### src/rtl/mesi_snoop_responder.sv
// mesi_snoop_responder: snoop-side MESI responder (lookup, ack, FlushOpt, Flush, state update).
// Define MESI_SNOOP_SHARED_FWD_EN to let S lines supply data cache-to-cache.
module mesi_snoop_responder #(
  parameter int ADDR_WIDTH = 32,
  parameter int LINE_WIDTH = 256,
  parameter int WAYS = 4,
  localparam int WAY_BITS = (WAYS > 1) ? $clog2(WAYS) : 1
) (
  input  logic                  clk,
  input  logic                  rst,
  input  logic                  bus_valid,
  output logic                  bus_ready,
  input  logic [1:0]            bus_op,
  input  logic [ADDR_WIDTH-1:0] bus_addr,
  output logic                  tag_rd_en,
  output logic [ADDR_WIDTH-1:0] tag_rd_addr,
  input  logic                  tag_hit,
  input  logic [WAY_BITS-1:0]   tag_way,
  input  logic [1:0]            tag_state,
  input  logic [LINE_WIDTH-1:0] data_rd_line,
  output logic                  resp_valid,
  output logic                  resp_match,
  output logic [1:0]            resp_state,
  input  logic                  resp_ready,
  output logic                  flushopt_valid,
  output logic [LINE_WIDTH-1:0] flushopt_data,
  input  logic                  flushopt_ready,
  output logic                  wb_valid,
  output logic [ADDR_WIDTH-1:0] wb_addr,
  output logic [LINE_WIDTH-1:0] wb_data,
  input  logic                  wb_ready,
  output logic                  st_we,
  output logic [WAY_BITS-1:0]   st_way,
  output logic [ADDR_WIDTH-1:0] st_addr,
  output logic [1:0]            st_state,
  output logic                  snoop_busy,
  output logic                  proto_err
);
  typedef enum logic [2:0] {IDLE, LOOKUP, RESP, XFER, WB, UPD} state_t;
  localparam logic [1:0] ST_I = 2'b00, ST_S = 2'b01, ST_M = 2'b11;
  localparam logic [1:0] OP_RD = 2'b01, OP_UPGR = 2'b11;
`ifdef MESI_SNOOP_SHARED_FWD_EN
  localparam bit SHARED_FWD = 1'b1;
`else
  localparam bit SHARED_FWD = 1'b0;
`endif
  state_t                r_fsm, w_nxt;
  logic [1:0]            r_op, r_eff;
  logic [ADDR_WIDTH-1:0] r_addr;
  logic [WAY_BITS-1:0]   r_way;
  logic [LINE_WIDTH-1:0] r_data;
  logic                  r_perr;
  logic [1:0]            w_eff, w_nst;
  logic                  w_fo, w_fl, w_chg;
  assign w_eff = tag_hit ? tag_state : ST_I;
  // E/M always forward; S forwards only when shared forwarding is built in; BusUpgr never carries data
  assign w_fo  = (r_op != OP_UPGR) && (r_eff[1] || (SHARED_FWD && r_eff == ST_S));
  assign w_fl  = r_eff == ST_M;
  assign w_nst = (r_op == OP_RD) ? ST_S : ST_I;
  assign w_chg = (r_eff != ST_I) && (w_nst != r_eff);
  always_comb begin
    w_nxt = r_fsm;
    case (r_fsm)
      IDLE:    w_nxt = (bus_valid && |bus_op) ? LOOKUP : IDLE;
      LOOKUP:  w_nxt = RESP;
      RESP:    w_nxt = !resp_ready ? RESP : w_fo ? XFER : w_fl ? WB : w_chg ? UPD : IDLE;
      XFER:    w_nxt = !flushopt_ready ? XFER : w_fl ? WB : UPD;
      WB:      w_nxt = wb_ready ? UPD : WB;
      UPD:     w_nxt = IDLE;
      default: w_nxt = IDLE;
    endcase
  end
  always_ff @(posedge clk) begin
    if (rst) begin
      r_fsm  <= IDLE;
      r_op   <= '0;
      r_eff  <= '0;
      r_addr <= '0;
      r_way  <= '0;
      r_data <= '0;
      r_perr <= 1'b0;
    end else begin
      r_fsm <= w_nxt;
      if (bus_ready && bus_valid) begin
        r_op   <= bus_op;
        r_addr <= bus_addr;
        if (bus_op == 2'b00) r_perr <= 1'b1;
      end
      if (r_fsm == LOOKUP) begin
        r_eff  <= w_eff;
        r_way  <= tag_way;
        r_data <= data_rd_line;
        if (r_op == OP_UPGR && w_eff[1]) r_perr <= 1'b1;
      end
    end
  end
  assign bus_ready      = (r_fsm == IDLE) && !rst;
  assign tag_rd_en      = bus_ready && bus_valid && |bus_op;
  assign tag_rd_addr    = tag_rd_en ? bus_addr : '0;
  assign resp_valid     = r_fsm == RESP;
  assign resp_match     = resp_valid && (r_eff != ST_I);
  assign resp_state     = resp_valid ? r_eff : ST_I;
  assign flushopt_valid = r_fsm == XFER;
  assign flushopt_data  = flushopt_valid ? r_data : '0;
  assign wb_valid       = r_fsm == WB;
  assign wb_addr        = wb_valid ? r_addr : '0;
  assign wb_data        = wb_valid ? r_data : '0;
  assign st_we          = r_fsm == UPD;
  assign st_way         = st_we ? r_way : '0;
  assign st_addr        = st_we ? r_addr : '0;
  assign st_state       = st_we ? w_nst : ST_I;
  assign snoop_busy     = r_fsm != IDLE;
  assign proto_err      = r_perr;
endmodule

### config.mk
export PLATFORM = sky130hd
export DESIGN_NAME = mesi_snoop_responder
export DESIGN_NICKNAME = d
export VERILOG_FILES = /design/src/rtl/mesi_snoop_responder.sv
export SDC_FILE = /design/constraint.sdc
export NUM_CORES = 1
export LEC_CHECK = 0
export ABC_AREA = 1
export ABC_CLOCK_PERIOD_IN_PS = 2250
export CAP_MARGIN = 20
export CORE_AREA = 2 2 360 362
export CTS_CLUSTER_DIAMETER = 120
export DETAILED_ROUTE_END_ITERATION = 12
export DIE_AREA = 0 0 362 364
export SYNTH_ARGS = -nofsm -noshare
export SYNTH_HDL_FRONTEND = slang
export SYNTH_SLANG_ARGS = --single-unit
export TNS_END_PERCENT = 30
### constraint.sdc
create_clock -name clk -period 2.25 [get_ports clk]
set_input_delay 0.45 -clock clk [delete_from_list [all_inputs] [get_ports clk]]
set_output_delay 0.45 -clock clk [all_outputs]
set_load 0.01 [all_outputs]
Yosys cells after proc, flatten, opt, wreduce, memory -nomap -nowiden. Cells that the tools add are included.

Muxes and demuxes: 23. Reductions and logical operators: 14. Equality and inequality tests: 10.

Operators with widths (count): 256-bit two-way mux (2); 32-bit two-way mux (3); 3-bit two-way mux (5); 3-bit one-hot mux with 5 select lines (1); 1-bit two-way mux (9); 1-bit logical AND (8); 3-bit by 2-bit == test with 1-bit output, second input constant (2); 3-bit == test, second input constant (2); 2-bit two-way mux (3); 2-bit == test, second input constant (2); 3-bit by 1-bit == test with 1-bit output, second input constant (1); 3-bit logical NOT (1); 3-bit nonzero test (1); 2-bit by 1-bit == test with 1-bit output, second input constant (1); 2-bit logical NOT (1); 1-bit by 2-bit != test with 1-bit output (1); 2-bit != test, second input constant (1); 2-bit nonzero test (1); 2-bit OR reduction (1); 1-bit logical NOT (1).

Register bits after elaboration: 298. Output and inout port bits: 623. Input bits: 301. Logic and storage cells: 54.

Logic depth before layout (Yosys ltp). Gate-level depths: netlist of the first run.

Word-level depth: 9. Mapped depth: 7. Mapped depth without buffers: 7.

Least setup slack after synthesis of the first run. OpenSTA, ideal clock, no wires.

Path type: register to output. From: register r_fsm[0]. To: output flushopt_data[100]. Path slack: 0.518 ns. Data arrival time: 1.282 ns. Stages on the path, launching flop included: 7. Cells stage by stage: dfxtp_1 > nand2_1 > nor2_2 > inv_2 > clkbuf_1 > buf_2 > nor2_1.

Cells in the longest elaborated chain, start to end: 2.

Ends and longest elaborated chain: start, declared (line 47) `state_t r_fsm, w_nxt;`; start signal, assigned (line 83) `r_fsm <= w_nxt;`; 3-bit by 2-bit == test with 1-bit output (line 103) `assign flushopt_valid = r_fsm == XFER;`; via flushopt_valid (line 25) `output logic flushopt_valid,`; 256-bit two-way mux (line 104) `assign flushopt_data = flushopt_valid ? r_data : '0;`; end, declared (line 26) `output logic [LINE_WIDTH-1:0] flushopt_data,`.

The timed path passes the listed nets, and every way through them passes these cells.

Worst setup path after layout of the first run.
From: register r_fsm[0]. To: output wb_data[202].

Cells in the longest elaborated chain, start to end: 2.

Ends and longest elaborated chain: 3-bit == test (line 105) `assign wb_valid = r_fsm == WB;`; 256-bit two-way mux (line 107) `assign wb_data = wb_valid ? r_data : '0;`; end, declared (line 30) `output logic [LINE_WIDTH-1:0] wb_data,`.

No other way between the ends.

==> run summary, run 1 <==
The run finished, with violations left. The final reports fail on setup timing. The average cell area after synthesis is 6.55 um2. The remaining global-route overflow came out at 0.

The placeable core region is 128000 um2. The number of max-cap violations came out at 0. The number of different library cells used by synthesis comes to 23. Setup repair after global routing could not meet its margin everywhere. The share of the yosys chip area belonging to registers came out at 0.443. The static power due to leakage came out at 15.4 nW. During placement, the flow inserted port buffers numbering 922. Along the worst path, the maximum fanout reaches 7. The H-tree was split into 2 levels. The worst register-to-register path ends at r_addr[10]. Ranked by total cell area, the synthesized netlist is headed by sky130_fd_sc_hd__dfxtp_1 44%, sky130_fd_sc_hd__nor2_1 17%, sky130_fd_sc_hd__a21oi_1 11%. The count of nets left with antenna violations once routing finished came out at 0. The most area-hungry cell type in the Yosys netlist is sky130_fd_sc_hd__dfxtp_1. The critical path in this run is classified as register to output pin.

The worst slew margin relative to its limit is 0.609. The path with the worst hold slack has its endpoint at r_addr[0]. The first-iteration detailed-routing DRC count came out at 1415. The final number of hold-violating endpoints came to 0. The total power density per cell area came out at 500 nW/um2. The start point of the worst min-delay path is rst. The detailed-route wire length is 106000 um.

The time the worst path needs with I/O delays and setup came out at 2.65 ns. The total of warnings raised by yosys is 0. The share of cell area taken by muxes after synthesis is 0. For this run, the top clock speed supported by timing is 378 MHz.

The final count of pins violating max slew is 0. The width of the die is 362 um. The number of placement rows came out at 132. The worst hold path belongs to the class input port to register.

The number of global-route vias before repair is 16000. The filler-free cell count of the finished design came out at 4790. The worst-case clock skew is 0.0144 ns. Prior to clock tree synthesis, the placed netlist has a worst setup slack of -0.486 ns. For the final routed database, the setup TNS stands at -134.07 ns. sky130_fd_sc_hd__nor2_1 is the most common cell in the netlist. The number of vias per cell is 3.72. Ranked by instance count, the synthesized netlist is headed by 621 x sky130_fd_sc_hd__nor2_1, 313 x sky130_fd_sc_hd__inv_1, 300 x sky130_fd_sc_hd__a21oi_1, 298 x sky130_fd_sc_hd__dfxtp_1, 261 x sky130_fd_sc_hd__o21ai_0. Of the available clock period, the critical path in the final layout requires 1.18.

The proportion of synthesized flip-flops having asynchronous set or reset is 0. The die outline height is 364 um. The clock net sink count is 298. After legalization and detailed placement, the total HPWL measured 83600 um.

The final estimated routing congestion in global placement is 0.924. The startpoint identified for the worst register-to-register timing path is r_fsm[2]. Of the cells placed in the final design, the portion with a size suffix greater than 1 is 0.259. Relative to the synthesized area, the layout overhead comes to 122%. The average wire per cell in the routed design is 22.2 um. Clock-pin slew was measured on the worst setup and hold paths at 0.06 ns. The total power consumption of the routed design is 14.9 mW. Of the total synthesized cell area, the portion taken by XOR and XNOR cells is 0.

The pin count of the biggest net entering global routing is 72. STA puts the critical path data arrival time at 2.20 ns. The number of setup violations in the final report is 599. The root buffer cell chosen for the clock tree is sky130_fd_sc_hd__clkbuf_16. The number of nets in the synthesized netlist is 2356. Of the total synthesized cell area, the portion taken by AND, OR, NAND and NOR gates is 0.205.

The first global-routing pass estimated 133000 um of wire. The area of the die came out at 132000 um2. The most instantiated flip-flop cell in the synthesis netlist is sky130_fd_sc_hd__dfxtp_1. Once placement completed, the tool counted placed cells totaling 4671.

The routed layout has 17800 vias. The initial core utilization is 0.105. In this run the count of I/O pins placed on the die edge is 924.

The clock latency on the worst-skew pair came out at 0.58 ns. In the global route stage, overall resource usage came out at 0.145. The number of remaining DRC errors came out at 0. The post-synthesis register bit count is 298. The filler cell count is 14000. The area share of fa/ha/maj cells after synthesis is 0. Buffers inserted to repair hold after CTS numbered 0. The CTS tree is yes. The worst setup path is captured at an output pin.

The register-to-register setup slack is 0.19 ns. By area, the combinational part of the netlist is dominated by compound AO/OA/AOI/OAI gates. Once layout is complete, the utilization of the core stands at 0.233. The slew at the pin closest to its max-slew limit is 0.586 ns. The maximum resistive drop on vdd came out at 0.000398 V. For the worst setup path, the data required time is 1.80 ns.

The final-stage net count is 3385. The initial antenna violation count is 10. The first-pass detailed-route iteration total is 6. The post-synthesis compound-gate area fraction is 0.209. The mapped netlist covers 13500 um2. The worst setup path is launched from a register. The proportion of netlist area held by the largest area contributor is 0.443.

The synthesized design contains 0 enable-type register cells. Measured in cells, the most critical reg-to-reg path has a length of 11. The maximum buffer depth of the clock tree came out at 3. The worst path setup slack after routing came out at -0.397 ns.

The instance count along the most critical hold path came out at 3. Counting every instance in the synthesized netlist gives 2055. The clock buffer count from CTS is 38.
==> through the flow <==
| stage | area (um2) | hold slack (ns) |
|---|---|---|
| after detailed placement | 26700 | 0.446 |
| final | 29900 | 0.339 |
| after global placement | 26700 | 0.439 |
| after floorplan | 13500 | 0.430 |
| after CTS | 28300 | 0.279 |
| after global routing | 29900 | 0.318 |
==> cell type report <==
class	count	area (um2)	share of cell area
Timing Repair Buffer	1149	13000	0.434
Multi-Input combinational cell	1279	6330	0.212
Sequential cell	298	5970	0.200
Tap cell	1675	2100	0.0702
Inverter	318	1210	0.0406
Clock buffer	56	1150	0.0386
Clock inverter	13	136	0.00457
Antenna cell	2	5.00	0.000168
==> worst max-delay path: stages (launching register included) <==
cell and delay [ns]:
sky130_fd_sc_hd__dfxtp_4 0.36, sky130_fd_sc_hd__nor2_4 0.21, sky130_fd_sc_hd__nand2_8 0.14, sky130_fd_sc_hd__buf_12 0.18, sky130_fd_sc_hd__clkbuf_16 0.18, sky130_fd_sc_hd__clkbuf_16 0.19, sky130_fd_sc_hd__nor2_4 0.19, sky130_fd_sc_hd__buf_12 0.14
==> layout by cell type (no fill, tap or decap), types with 54 or more instances in the layout <==
| cell type | count |
|---|---|
| sky130_fd_sc_hd__nand2_1 | 58 |
| sky130_fd_sc_hd__dfxtp_1 | 295 |
| sky130_fd_sc_hd__nor2_4 | 54 |
| sky130_fd_sc_hd__nor2_2 | 102 |
| sky130_fd_sc_hd__buf_2 | 116 |
| sky130_fd_sc_hd__buf_12 | 145 |
| sky130_fd_sc_hd__inv_1 | 313 |
| sky130_fd_sc_hd__buf_4 | 169 |
| sky130_fd_sc_hd__o21ai_0 | 261 |
| sky130_fd_sc_hd__a21oi_1 | 300 |
| sky130_fd_sc_hd__clkbuf_16 | 56 |
| sky130_fd_sc_hd__clkdlybuf4s50_1 | 310 |
| sky130_fd_sc_hd__nor2_1 | 468 |
| sky130_fd_sc_hd__dlymetal6s2s_1 | 237 |
==> report_power, final <==
part / total, mW / internal (mW) / switching (mW)
registers: 5.83 / 5.71 / 0.120
clock network: 6.42 / 3.79 / 2.63
logic: 2.70 / 1.09 / 1.60
total: 14.9 / 10.6 / 4.35
==> cells by family (layout without fill, tap and decap cells) <==
kind of cell / after synthesis / in the layout
and+or+nand+nor: 715 / 715
AOI/OAI and AO/OA: 563 / 563
buffers and inverters: 478 / 1536
DFF: 298 / 298
other: 1 / 3
==> sequential cells by signal, summed over array words and instances, names as in the netlist <==
register and count:
proto_err 1, r_addr 32, r_data 256, r_eff 2, r_fsm 3, r_op 2, r_way 2
==> metal layers <==
layer / wire [um] / vias to the layer above / track usage
met5: 72 / - / 0
met4: 3120 / 10 / 0.0394
met3: 9620 / 123 / 0.0502
met2: 48700 / 864 / 0.232
met1: 44600 / 8444 / 0.182
li1: - / 8400 / -
==> worst max path at each step <==
stage / from / to / slack [ns] / cells after the start
CTS: r_fsm[1] / tag_rd_addr[14] / -0.73 / 7
detailed placement: bus_valid / tag_rd_addr[13] / -0.49 / 6
finish: r_fsm[0] / wb_data[202] / -0.40 / 7
global placement: bus_valid / tag_rd_addr[0] / -0.45 / 6
global route: r_fsm[0] / wb_data[187] / -0.49 / 6
floorplan: r_fsm[0] / flushopt_data[100] / 0.52 / 6
==> timing repair <==
action,4_1_cts,5_1_grt
gates cloned,4,19
gates resized for setup,278,930
pin swaps,1,18
setup buffers,8,26
endpoints found under the setup margin,620,620
Power figures use the tool's default switching activity.
==> run 2, diff against run 1 <==
--- a/config.mk
+++ b/config.mk
@@ -9,9 +9,9 @@
 export ABC_CLOCK_PERIOD_IN_PS = 2250
 export CAP_MARGIN = 20
 export CORE_AREA = 2 2 360 362
-export CTS_CLUSTER_DIAMETER = 120
 export DETAILED_ROUTE_END_ITERATION = 12
 export DIE_AREA = 0 0 362 364
+export SKIP_CTS_REPAIR_TIMING = 1
 export SYNTH_ARGS = -nofsm -noshare
 export SYNTH_HDL_FRONTEND = slang
 export SYNTH_SLANG_ARGS = --single-unit
==> run summary, run 2 (synthesis results as in run 1) <==
Outcome: finished with violations (unchanged). Violations in the final reports: setup timing (unchanged). The first-iteration detailed-routing DRC count is 1301 (was 1415).

The stage delay of the slowest cell on the critical path is 0.57 ns (was 0.36 ns). The maximum resistive drop on vdd is 0.000397 V (was 0.000398 V). The count of vias placed by the detailed router came out at 17600 (was 17800). The HPWL reported at the end of detailed placement is 83600 um (unchanged). The antenna violation net count after detailed routing came out at 0 (unchanged). The maximum buffer depth of the clock tree came out at 3 (unchanged). The accumulated negative setup slack came to -115.16 ns (was -134.07 ns). The final cycle utilization of the critical path is 1.18 (about the same). The kind of launch point of the worst setup path was a register (unchanged). The width of the die came out at 362 um (unchanged). The detailed-route wire length came out at 103000 um (was 106000 um). The class of the most critical setup path was register to output pin (unchanged).

The total number of cells along the worst setup path is 5 (was 7). The clock buffer count from CTS is 38 (unchanged). The worst path setup slack after routing came out at -0.404 ns (was -0.397 ns). The total power density per cell area came to 511 nW/um2 (was 500 nW/um2). The clock tree root driver cell is sky130_fd_sc_hd__clkbuf_16 (unchanged). Unrepaired setup endpoints after global routing: yes (unchanged).

The first-pass detailed-route iteration total is 5 (was 6). The share of layout cells above drive strength 1 was 0.186 (was 0.259). The timing-limited maximum frequency is 377 MHz (was 378 MHz).

The final count of pins violating max slew is 0 (unchanged). Cell Chain, Critical Path: nor2_4, nand2_4, buf_12, nor2_1, clkdlybuf4s50_1 (was nor2_4, nand2_8, buf_12, clkbuf_16, clkbuf_16, nor2_4, buf_12). The placeable core region is 128000 um2 (unchanged). The number of max-cap violations is 0 (unchanged). The static power due to leakage is 16.0 nW (was 15.4 nW). The filler-free cell count of the finished design is 4762 (was 4790).

The final-stage net count was 3355 (was 3385). The number of placement rows came out at 132 (unchanged). The worst slew margin relative to its limit came out at 0.597 (was 0.609).

The number of remaining DRC errors is 0 (unchanged). The highest-delay cell along the critical path was sky130_fd_sc_hd__clkdlybuf4s50_1 (was sky130_fd_sc_hd__dfxtp_4). Top flop regs: r_data (256), r_addr (32), r_fsm (3) (unchanged). The slew at the pin closest to its max-slew limit came out at 0.603 ns (was 0.586 ns). The most common cell after layout, fill and taps aside is sky130_fd_sc_hd__nor2_1 (unchanged). The count of boundary I/O pins was 924 (unchanged). The endpoint arrival time on the critical path is 2.20 ns (about the same). The clock latency on the worst-skew pair is 0.58 ns (about the same). The aggregate global-route resource usage came out at 0.141 (was 0.145). The cell count of the worst reg-to-reg path came out at 9 (was 11). The average wire per cell in the routed design came out at 21.5 um (was 22.2 um). The number of H-tree levels came out at 2 (unchanged). The number of global-route vias before repair is 15900 (was 16000). The type of the most critical hold path is input port to register (unchanged). The clock transition at the registers of the reported paths came out at 0.06 ns (about the same). The CTS tree is yes (unchanged).

The remaining global-route overflow is 0 (unchanged). The highest net fanout along the worst path came to 30 (was 7). The post-placement cell count came out at 4671 (unchanged). The worst-case clock skew came to 0.0128 ns (was 0.0144 ns). The initial antenna violation count came out at 13 (was 10). The filler cell count was 14100 (was 14000).

The relative area change from synthesis to final layout is 115% (was 122%). Commonest cells after routing, fill and taps aside: 586 x sky130_fd_sc_hd__nor2_1, 358 x sky130_fd_sc_hd__clkdlybuf4s50_1, 313 x sky130_fd_sc_hd__inv_1 (was 468 x sky130_fd_sc_hd__nor2_1, 313 x sky130_fd_sc_hd__inv_1, 310 x sky130_fd_sc_hd__clkdlybuf4s50_1). The total power consumption of the routed design was 14.8 mW (was 14.9 mW). The number of setup violations in the final report came out at 574 (was 599). The area of the die was 132000 um2 (unchanged). The number of port buffers is 922 (unchanged). The global-route wire length before repair came to 131000 um (was 133000 um). The instance count along the most critical hold path is 3 (unchanged). The element type at the critical path end was an output pin (unchanged). The clock net sink count is 298 (unchanged). The register with the most flip-flops is r_data (unchanged). The pin count of the biggest net entering global routing was 72 (unchanged). The final estimated routing congestion in global placement came out at 0.924 (unchanged).

The number of vias per cell came to 3.69 (was 3.72). The die outline height is 364 um (unchanged). The number of flip-flops in the largest register came out at 256 (unchanged). The time the worst path needs with I/O delays and setup is 2.65 ns (about the same).

The required time of the critical path is 1.80 ns (about the same). The final number of hold-violating endpoints is 0 (unchanged). The critical path buffer and inverter count is 2 (was 4). The initial core utilization was 0.105 (unchanged).

The family with the most delay on the worst path is buffers and inverters (unchanged).
run 2: layer usage:
metal,wire (um),part of all wire,global-route usage,vias to the layer above
li1,-,-,-,8332
met1,43400,0.42,0.177,8286
met3,9460,0.092,0.0503,116
met2,46700,0.46,0.227,821
met4,2890,0.028,0.0396,12
met5,86,0.00084,0,-
run 2: power by group:
group / switching (mW) / internal, mW / total (mW) / leakage (nW)
Combinational: 1.50 / 1.04 / 2.54 / 12.9
Sequential: 0.119 / 5.71 / 5.83 / 2.44
Clock: 2.61 / 3.79 / 6.39 / 0.622
run 2: final cells by class:
type,count,area (um2),area share
repair inverters,1,8.76,0.000303
flip-flops and latches,298,5970,0.207
multi-input cells,1279,5750,0.199
diodes,4,10.0,0.000346
repair buffers,1118,12600,0.435
inverters,318,1210,0.0420
clock inverters,13,136,0.00472
well taps,1675,2100,0.0725
clock buffers,56,1150,0.0399
run 2: path summary, 6_finish.rpt:
kind / endpoint / from / slack (ns)
worst min register to register: r_way[1] / r_way[1] / 0.45
worst max-delay path: wb_data[122] / r_fsm[0] / -0.40
worst min-delay path: r_addr[0] / rst / 0.35
worst max register to register: r_addr[10] / r_fsm[0] / 0.37
run 2: worst min-delay path, cell delays in order:
cell and delay (ns):
sky130_fd_sc_hd__buf_2 0.12, sky130_fd_sc_hd__buf_4 0.24, sky130_fd_sc_hd__a21oi_1 0.06
run 2: through the flow:
stage          instance area, um2  hold slack [ns]  setup WS, ns   util
6_report                    28900            0.347        -0.404  0.225
5_1_grt                     28900            0.321        -0.492  0.225
4_1_cts                     28000            0.279        -0.917  0.218
3_5_place_dp                26700            0.446        -0.486  0.208
3_3_place_gp                26700            0.439        -0.451  0.208
2_1_floorplan               13500            0.430         0.518      -
